**src/rtl/rf_write_port_driver.sv**
```systemverilog
// Register-file write port driver.
// Picks and formats the MEM/WB result (ALU, load, PC+4) and merges results
// from a long-latency unit through a small FIFO. The pipeline always owns the
// single write port; queued long-latency results drain into idle cycles.
module rf_write_port_driver #(
  parameter int XLEN   = 32,
  parameter int AW     = 5,
  parameter int QDEPTH = 2
) (
  input  logic                      clk,
  input  logic                      rst,
  input  logic                      mw_valid,
  input  logic [AW-1:0]             mw_rd,
  input  logic [1:0]                mw_wb_sel,
  input  logic [XLEN-1:0]           mw_alu,
  input  logic [XLEN-1:0]           mw_mem,
  input  logic [XLEN-1:0]           mw_pc4,
  input  logic [2:0]                mw_funct3,
  input  logic [1:0]                mw_boff,
  input  logic                      lu_valid,
  output logic                      lu_ready,
  input  logic [AW-1:0]             lu_rd,
  input  logic [XLEN-1:0]           lu_data,
  output logic                      RegWEn,
  output logic [AW-1:0]             DAddr,
  output logic [XLEN-1:0]           Ddata,
  output logic [$clog2(QDEPTH):0]   q_count
);

  localparam int PW = $clog2(QDEPTH);
  localparam int CW = PW + 1;
  localparam logic [CW-1:0] QFULL = CW'(QDEPTH);

  logic            wbWrite;
  logic [7:0]      byteSel;
  logic [15:0]     halfSel;
  logic [XLEN-1:0] loadData;
  logic [XLEN-1:0] wbData;
  logic            push;
  logic            pop;
  logic [AW-1:0]   headRd;
  logic [XLEN-1:0] headData;

  logic            wen_q, wen_d;
  logic [AW-1:0]   addr_q, addr_d;
  logic [XLEN-1:0] data_q, data_d;
  logic [CW-1:0]   count_q, count_d;
  logic [PW-1:0]   wptr_q, wptr_d;
  logic [PW-1:0]   rptr_q, rptr_d;

  logic [AW-1:0]   qRd_q   [QDEPTH];
  logic [XLEN-1:0] qData_q [QDEPTH];

  // A pipeline write needs a valid instruction, a writing wb_sel and a non-x0 target
  assign wbWrite  = mw_valid & (mw_wb_sel != 2'b11) & (mw_rd != '0);

  // Ready comes from the registered count only, so a full FIFO never passes through
  assign lu_ready = rst & (count_q < QFULL);
  assign push     = lu_valid & lu_ready;
  assign pop      = (count_q != '0) & ~wbWrite;
  assign headRd   = qRd_q[rptr_q];
  assign headData = qData_q[rptr_q];

  // Extract byte/half from the aligned load word and extend by load type
  always_comb begin
    byteSel  = 8'h00;
    halfSel  = mw_boff[1] ? mw_mem[31:16] : mw_mem[15:0];
    loadData = mw_mem;
    case (mw_boff)
      2'd0:    byteSel = mw_mem[7:0];
      2'd1:    byteSel = mw_mem[15:8];
      2'd2:    byteSel = mw_mem[23:16];
      default: byteSel = mw_mem[31:24];
    endcase
    case (mw_funct3)
      3'b000:  loadData = {{(XLEN-8){byteSel[7]}}, byteSel};
      3'b001:  loadData = {{(XLEN-16){halfSel[15]}}, halfSel};
      3'b100:  loadData = {{(XLEN-8){1'b0}}, byteSel};
      3'b101:  loadData = {{(XLEN-16){1'b0}}, halfSel};
      default: loadData = mw_mem;
    endcase
  end

  // Writeback source select
  always_comb begin
    wbData = '0;
    case (mw_wb_sel)
      2'b00:   wbData = mw_alu;
      2'b01:   wbData = loadData;
      2'b10:   wbData = mw_pc4;
      default: wbData = '0;
    endcase
  end

  // FIFO pointer and occupancy next-state; pointers wrap naturally at QDEPTH
  always_comb begin
    wptr_d  = push ? wptr_q + PW'(1) : wptr_q;
    rptr_d  = pop  ? rptr_q + PW'(1) : rptr_q;
    count_d = count_q;
    case ({push, pop})
      2'b10:   count_d = count_q + CW'(1);
      2'b01:   count_d = count_q - CW'(1);
      default: count_d = count_q;
    endcase
  end

  // Write-port arbitration: pipeline first, else FIFO head; x0 entries pop silently
  always_comb begin
    wen_d  = 1'b0;
    addr_d = addr_q;
    data_d = data_q;
    if (wbWrite) begin
      wen_d  = 1'b1;
      addr_d = mw_rd;
      data_d = wbData;
    end else if (pop && (headRd != '0)) begin
      wen_d  = 1'b1;
      addr_d = headRd;
      data_d = headData;
    end
  end

  // FIFO storage needs no reset; occupancy decides what is valid
  always_ff @(posedge clk) begin
    if (push) begin
      qRd_q[wptr_q]   <= lu_rd;
      qData_q[wptr_q] <= lu_data;
    end
  end

  // State registers with asynchronous active-low reset
  always_ff @(posedge clk or negedge rst) begin
    if (!rst) begin
      wen_q   <= 1'b0;
      addr_q  <= '0;
      data_q  <= '0;
      count_q <= '0;
      wptr_q  <= '0;
      rptr_q  <= '0;
    end else begin
      wen_q   <= wen_d;
      addr_q  <= addr_d;
      data_q  <= data_d;
      count_q <= count_d;
      wptr_q  <= wptr_d;
      rptr_q  <= rptr_d;
    end
  end

  assign RegWEn  = wen_q;
  assign DAddr   = addr_q;
  assign Ddata   = data_q;
  assign q_count = count_q;

endmodule
```
**config.mk**
```make
export PLATFORM = sky130hd
export DESIGN_NAME = rf_write_port_driver
export DESIGN_NICKNAME = d
export VERILOG_FILES = /design/src/rtl/rf_write_port_driver.sv
export SDC_FILE = /design/constraint.sdc
export NUM_CORES = 1
export LEC_CHECK = 0
export ABC_AREA = 1
export CORE_ASPECT_RATIO = 1.4
export CORE_MARGIN = 1.5
export CORE_UTILIZATION = 30
export DETAILED_ROUTE_END_ITERATION = 6
export PLACE_DENSITY_LB_ADDON = 0.15
export SLEW_MARGIN = 20
export SYNTH_ARGS = -nofsm -noshare
export SYNTH_HDL_FRONTEND = slang
export SYNTH_SLANG_ARGS = --single-unit
```
**constraint.sdc**
```tcl
create_clock -name clk -period 2.79 [get_ports clk]
set_clock_uncertainty 0.05 [all_clocks]
set_input_delay 0.279 -clock clk [delete_from_list [all_inputs] [get_ports clk]]
set_output_delay 0.279 -clock clk [all_outputs]
set_load 0.01 [all_outputs]
```
==> summary.md, run 1 <==
| Metric | Value |
|---|---|
| Hold Worst Slack | -0.01335 ns |
| Vias per Instance | 4.740 |
| Final hold violation count | 5 |
| Initial core utilization | 0.3043 |
| Asr flop ratio synth | 0.3621 |
| Diodes inserted | 0 |
| Worst-path cell chain | inv_2 > nand2_1 > nand2_1 > nor2_1 > nand3_2 > nand2_4 > nand2_2 > buf_4 > nor2_1 > a21oi_1 |
| Max VDD drop | about 0.45 mV |
| Num CTS Buffers | 17 |
| Netlist Area Pre-Place | 6208 um^2 |
| Syn Nets | 922 |
| Leakage | 0.003846 uW |
| Final HPWL DP | 15.87 mm |
| Die ar. | approximately 22000 um^2 |
| Input/output buffers | between 150 and 200 |
| Crit path DAT | ~2.3 ns |
| Post-synth EDFFs | 74 |
| Status | finished, violations left |
| Worst-case clock buffer depth | 2 |
| Seq cells post-synth | 116 |
| Failing checks | negative hold slack |
| Worst hold path type | primary input to async pin |
| Initial antenna violation count | 0 |
| Global-route usage over all layers | 0.2053 |
| Cell Area, Placed | 8389 um^2 |
| Syn avg cell area | between 8 and 9 um^2 |
| Antenna violation net count after detailed routing | 0 |
| Worst skew pair latency | ~0.41 ns |
| CP endpoint kind | flop |
| Total grt overflow | 0 |
| Via count | 5797 |
| Final non-filler cell total | around 1200 |
| H-tree Lvls | 4 |
| Endpoints failing setup | 0 |
| Final Max Slew Viols | 0 |
| Slew headroom | 0.5876 |
| Pin count of the biggest net entering global routing | 57 |
| Final period util | 0.7301 |
| Max FO, Critical Path | 22 |
| Vias in the first global route | 5843 |
| Slowest CP cell | dfrtp_1 |
| Die Y | 173.2 um |
| Die X | 124.6 um |
| Reg2reg path depth | 10 |
| Row cnt | 62 |
| Core Util, Final | 0.4389 |
| Synth warnings | 0 |
| First-pass DRT Iterations | 5 |
| Layout cells sized above 1 | 0.07549 |
| CTS tree | done |
| Worst-Margin Slew | 0.6186 ns |
| CP Launch Type | flop |
| Placer Congestion | about 0.97 |
| Final std cell area, no fill | 8954 um^2 |
| RSZ-0062 raised after global routing | false |
| Worst path max stage delay | 0.55 ns |
| Core Area | 20400 um^2 |
| Tmin final | 2.037 ns |
| 1st-iter DRT viols | roughly 540 |
| Worst EP required | 3.02 ns |
| CP Class | flop to flop |
| Nets | 1104 |
| I/O pins | between 150 and 200 |
| Worst-path clk slew | ~0.050 ns |
| Power Dens Cells | a little over 800 nW/um^2 |
| Final WL | between 20 and 25 mm |
| Postcts setup bufs | 0 |
| Reg2Reg Capture Point | DAddr[3] |
| Seq/Total Area, Yosys | 0.5272 |
| CP Depth | 10 |
| Root Buffer | clkbuf_16 |
| CP delay by family, top | simple AND/OR/NAND/NOR gates |
| Reg2Reg Setup Slack | 0.75 ns |
| Clk sink count | 116 |
| Placed Cells | 1191 |
| Achievable frequency | 490.9 MHz |
| Most used DFF post-synth | edfxtp_1 |
| DR DRC count | 0 |
| R2r startpoint | rptr_q |
| Number of distinct library cells after synthesis | 32 |
| Area added between synthesis and finish | 44.22% |
| Setup_tns | 0 ns |
| First-pass GRT wire length | between 30 and 40 mm |
| Max cap viols | 0 |
| Syn Inst Count | 772 |
| Resized cells post-CTS | 0 |
| Routed len/inst | 17.81 um |
| Buf+Inv Stages, Crit Path | 2 |
| Hold buffer count at cts | 0 |
[synth_stat cells, types with 3 or more instances]
| cell type | n | area, um^2 |
|---|---|---|
| nor2_1 | 78 | 292.8 |
| buf_6 | 3 | 33.78 |
| inv_2 | 3 | 11.26 |
| nand3_2 | 12 | 120.1 |
| buf_2 | 12 | 60.06 |
| a21oi_1 | 21 | 105.1 |
| buf_1 | 8 | 30.03 |
| o211ai_1 | 4 | 30.03 |
| nand3_1 | 139 | 695.7 |
| clkbuf_1 | 22 | 82.58 |
| nand2_1 | 228 | 855.8 |
| dfrtp_1 | 42 | 1051 |
| inv_1 | 59 | 221.5 |
| edfxtp_1 | 74 | 2222 |
| o21ai_0 | 43 | 215.2 |
[area by class of cell]
type,instances,area [um^2]
clock buffer,21,450.4
clock inverter,11,113.9
fill,2096,11450
inverter,62,232.7
multi-input combinational,547,2506
sequential,116,3273
tap,256,320.3
timing repair buffer,210,2057
[per-layer routing]
metal	part of all wire	vias up	track usage
met5	0	-	0
met4	0.018	0	0.06466
met3	0.048	25	0.03858
met2	0.49	194	0.3363
met1	0.45	2674	0.2753
li1	-	2904	-
[stage by stage]
stage | power (uW) | setup WS (ns)
6_report | 7241 | 0.7529
3_3_place_gp | 5241 | 0.2957
3_5_place_dp | 5241 | 0.2741
2_1_floorplan | 3867 | -0.08985
5_1_grt | 7684 | 0.5333
4_1_cts | 7341 | 0.7066
[power breakdown]
part,internal [uW],switching (uW),total (uW)
Sequential,2280,281,2560
Combinational,1180,1430,2610
Clock,1330,745,2070
[registers in the layout, indices dropped and copies added, names as in the netlist]
signal and count:
wptr_q 1, qData_q 64, RegWEn 1, Ddata 32
DAddr 5, rptr_q 1, qRd_q 10, q_count 2
[logic make-up after synthesis]
logic type | share of synthesized area
adder cells (fa/ha/maj) | 0.002015
buffers and inverters | 0.07275
AND/OR/NAND/NOR | 0.3233
AO/OA/AOI/OAI | 0.06751
flip-flops | 0.5272
XOR/XNOR | 0.005644
multiplexers | 0.001612
[worst max-delay path by stage]
| stage | from | to |
|---|---|---|
| 5_1_grt | rptr_q | Ddata[7] |
| 3_5_place_dp | mw_wb_sel[1] | Ddata[27] |
| 3_3_place_gp | mw_wb_sel[1] | Ddata[25] |
| 4_1_cts | mw_wb_sel[1] | Ddata[27] |
| 6_report | rptr_q | DAddr[3] |
| 2_1_floorplan | q_count[1] | qData_q[0][0] |
[placed cells by master (no fill, tap or decap), types with 2 or more instances in the layout]
cell               n
nand3_1          139
buf_4             20
inv_1             59
a21boi_0           2
inv_2              3
clkdlybuf4s50_1  188
nand2_1          227
a21oi_1           21
bufinv_16          2
clkinv_2           5
o21ai_0           43
xor2_1             2
nor2_4             2
dfrtp_1           42
edfxtp_1          74
nand3_2           12
nor2_1            76
xnor2_1            2
a31oi_1            2
o21bai_1           2
clkinv_4           2
o211ai_1           4
nand2_4            2
clkbuf_1           3
o21ai_1            2
nand2_2            2
clkbuf_16         17
Power figures use the tool's default switching activity.
==> run 2: changes to the inputs <==
==> constraint.sdc (replaced) <==
create_clock -name clk -period 2.1 [get_ports clk]
set_clock_uncertainty 0.05 [all_clocks]
set_input_delay 0.21 -clock clk [delete_from_list [all_inputs] [get_ports clk]]
set_output_delay 0.21 -clock clk [all_outputs]
set_load 0.01 [all_outputs]
==> summary.md, run 2 (same netlist as run 1, synthesis figures left out) <==
| Metric | Value |
|---|---|
| Status | finished clean |
| Placer Congestion | approximately 0.92 |
| Sw Share | 0.3381 |
| Final period util | 0.8944 |
| Final hold violation count | 0 |
| Die X | between 100 and 150 um |
| Final std cell area, no fill | around 9200 um^2 |
| Final HPWL DP | 16.01 mm |
| I/O pins | between 150 and 200 |
| Clk sink count | 116 |
| Layout cells sized above 1 | 0.09726 |
| Worst skew pair latency | 0.41 ns |
| Crit path DAT | approximately 1.6 ns |
| Area of the multi-input gates | 2506 um^2 |
| Global-route usage over all layers | 0.1991 |
| Tmin final | 1.878 ns |
| Achievable frequency | around 530 MHz |
| Reg power frac | 0.344 |
| Internal Power | between 6000 and 7000 uW |
| H-tree Lvls | 4 |
| Final WL | 21.31 mm |
| Sw Pwr | 3346 uW |
| DR DRC count | 0 |
| First-pass GRT wire length | 32.89 mm |
| Pin count of the biggest net entering global routing | 48 |
| Core Area | 20400 um^2 |
| Vias in the first global route | approximately 5800 |
| Antenna violation net count after detailed routing | 0 |
| Initial antenna violation count | 0 |
| Final Max Slew Viols | 0 |
| Leakage | ~0.0040 uW |
| Sequential cell area | around 3300 um^2 |
| CTS tree | done |
| Worst-case clock buffer depth | 2 |
| Area added between synthesis and finish | 48.91% |
| Vias per Instance | between 4 and 5 |
| CP endpoint kind | output port |
| Die ar. | 21580 um^2 |
| Cell Area, Placed | 8632 um^2 |
| Endpoints failing setup | 0 |
| Diodes inserted | 0 |
| Total power | 9895 uW |
| Number of flip-flops in the largest register | 64 |
| Most frequent cells in the layout | 227 x nand2_1, 188 x clkdlybuf4s50_1, 139 x nand3_1 |
| Die Y | ~170 um |
| Slew headroom | 0.6012 |
| Setup_tns | 0 ns |
| Max VDD drop | 0.6277 mV |
| Max cap viols | 0 |
| Root Buffer | clkbuf_16 |
| RSZ-0062 raised after global routing | false |
| Nets | 1124 |
| Commonest non-fill, non-tap cell in the layout | nand2_1 |
| Resized cells post-CTS | 0 |
| Worst-Margin Slew | 0.5982 ns |
| Initial core utilization | 0.3043 |
| Worst-path clk slew | 0.06 ns |
| Power Dens Cells | between 1000 and 1500 nW/um^2 |
| Most flop-heavy register | qData_q |
| Clock power share | 0.290 |
| CP Launch Type | primary input |
| Via count | 5802 |
| Postcts setup bufs | 0 |
| Portion of total power attributed to combinational logic | 0.366 |
| Max FO, Critical Path | 2 |
| First-pass DRT Iterations | 5 |
| Routed len/inst | 17.14 um |
| # fillers | a little over 2000 |
| Num CTS Buffers | 17 |
| Row cnt | 62 |
| Worst EP required | about 1.8 ns |
| CP Class | primary input to output port |
| Core Util, Final | 0.4531 |
| Worst hold path type | primary input to flop |
| Total grt overflow | 0 |
| Hold Worst Slack | 0.3289 ns |
| Input/output buffers | 189 |
| 1st-iter DRT viols | 461 |
[run 2: changes by cell type in the layout (fill, tap and decap cells not counted)]
cell           previous run  this run
buf_4                    20        31
buf_12                    1         9
clkbuf_1                  3         0
clkinv_2                  5         2
clkinvlp_4                1         4
clkinv_4                  2         4
inv_6                     0         2
clkbuf_16                17        18
clkbuf_8                  1         0
clkinv_1                  1         0
dlygate4sd3_1             0         1
[run 2: repair_timing]
item	CTS	global route
hold buffers	1	0
setup endpoints to repair	0	0
endpoints found under the hold margin	42	0
[run 2: final timing paths]
check                      startpoint           to  slack [ns]  cells past startpoint
setup / recovery                  rst     lu_ready        0.22                      5
hold / removal               lu_rd[3]  qRd_q[0][3]        0.33                      1
setup reg to reg           q_count[0]   q_count[1]        0.33                      7
hold reg to reg             Ddata[19]    Ddata[19]        0.46                      2
max in group asynchronous         rst       RegWEn        1.12                      3
min in group asynchronous         rst     DAddr[3]        0.46                      3
[run 2: per-stage QoR]
step,setup WS [ns],std cells
floorplan,-0.1856,772
global placement,0.06158,1210
detailed placement,0.009594,1210
CTS,0.1778,1243
global route,0.1047,1243
finish,0.2217,1243
[run 2: metal layers]
layer	wire (um)	track usage	vias to the layer above	share of wire
li1	-	-	2948	-
met1	8758	0.2450	2642	0.41
met2	10820	0.3395	189	0.51
met3	1092	0.04105	23	0.051
met4	638	0.08190	0	0.030
met5	0	0	-	0
[run 2: layout make-up]
| cell class | count | area share |
|---|---|---|
| sequential | 116 | 0.3540 |
| multi-input combinational | 547 | 0.2711 |
| inverter | 62 | 0.02517 |
| timing repair buffer | 230 | 0.2498 |
| clock inverter | 14 | 0.01651 |
| tap | 256 | 0.03465 |
| clock buffer | 18 | 0.04872 |
[run 2: critical path, stage by stage]
cell	delay, ns
dlygate4sd3_1	0.52
buf_2	0.15
inv_1	0.05
nor2_1	0.13
clkdlybuf4s50_1	0.55
[run 2: power groups by stage]
| stage | logic (uW) | clock network (uW) | registers, uW |
|---|---|---|---|
| 2_1_floorplan | 1640 | 0 | 3500 |
| 3_3_place_gp | 3660 | 0 | 3450 |
| 3_5_place_dp | 3680 | 0 | 3440 |
| 4_1_cts | 3690 | 2940 | 3420 |
| 5_1_grt | 4000 | 3040 | 3470 |
| 6_report | 3620 | 2870 | 3400 |
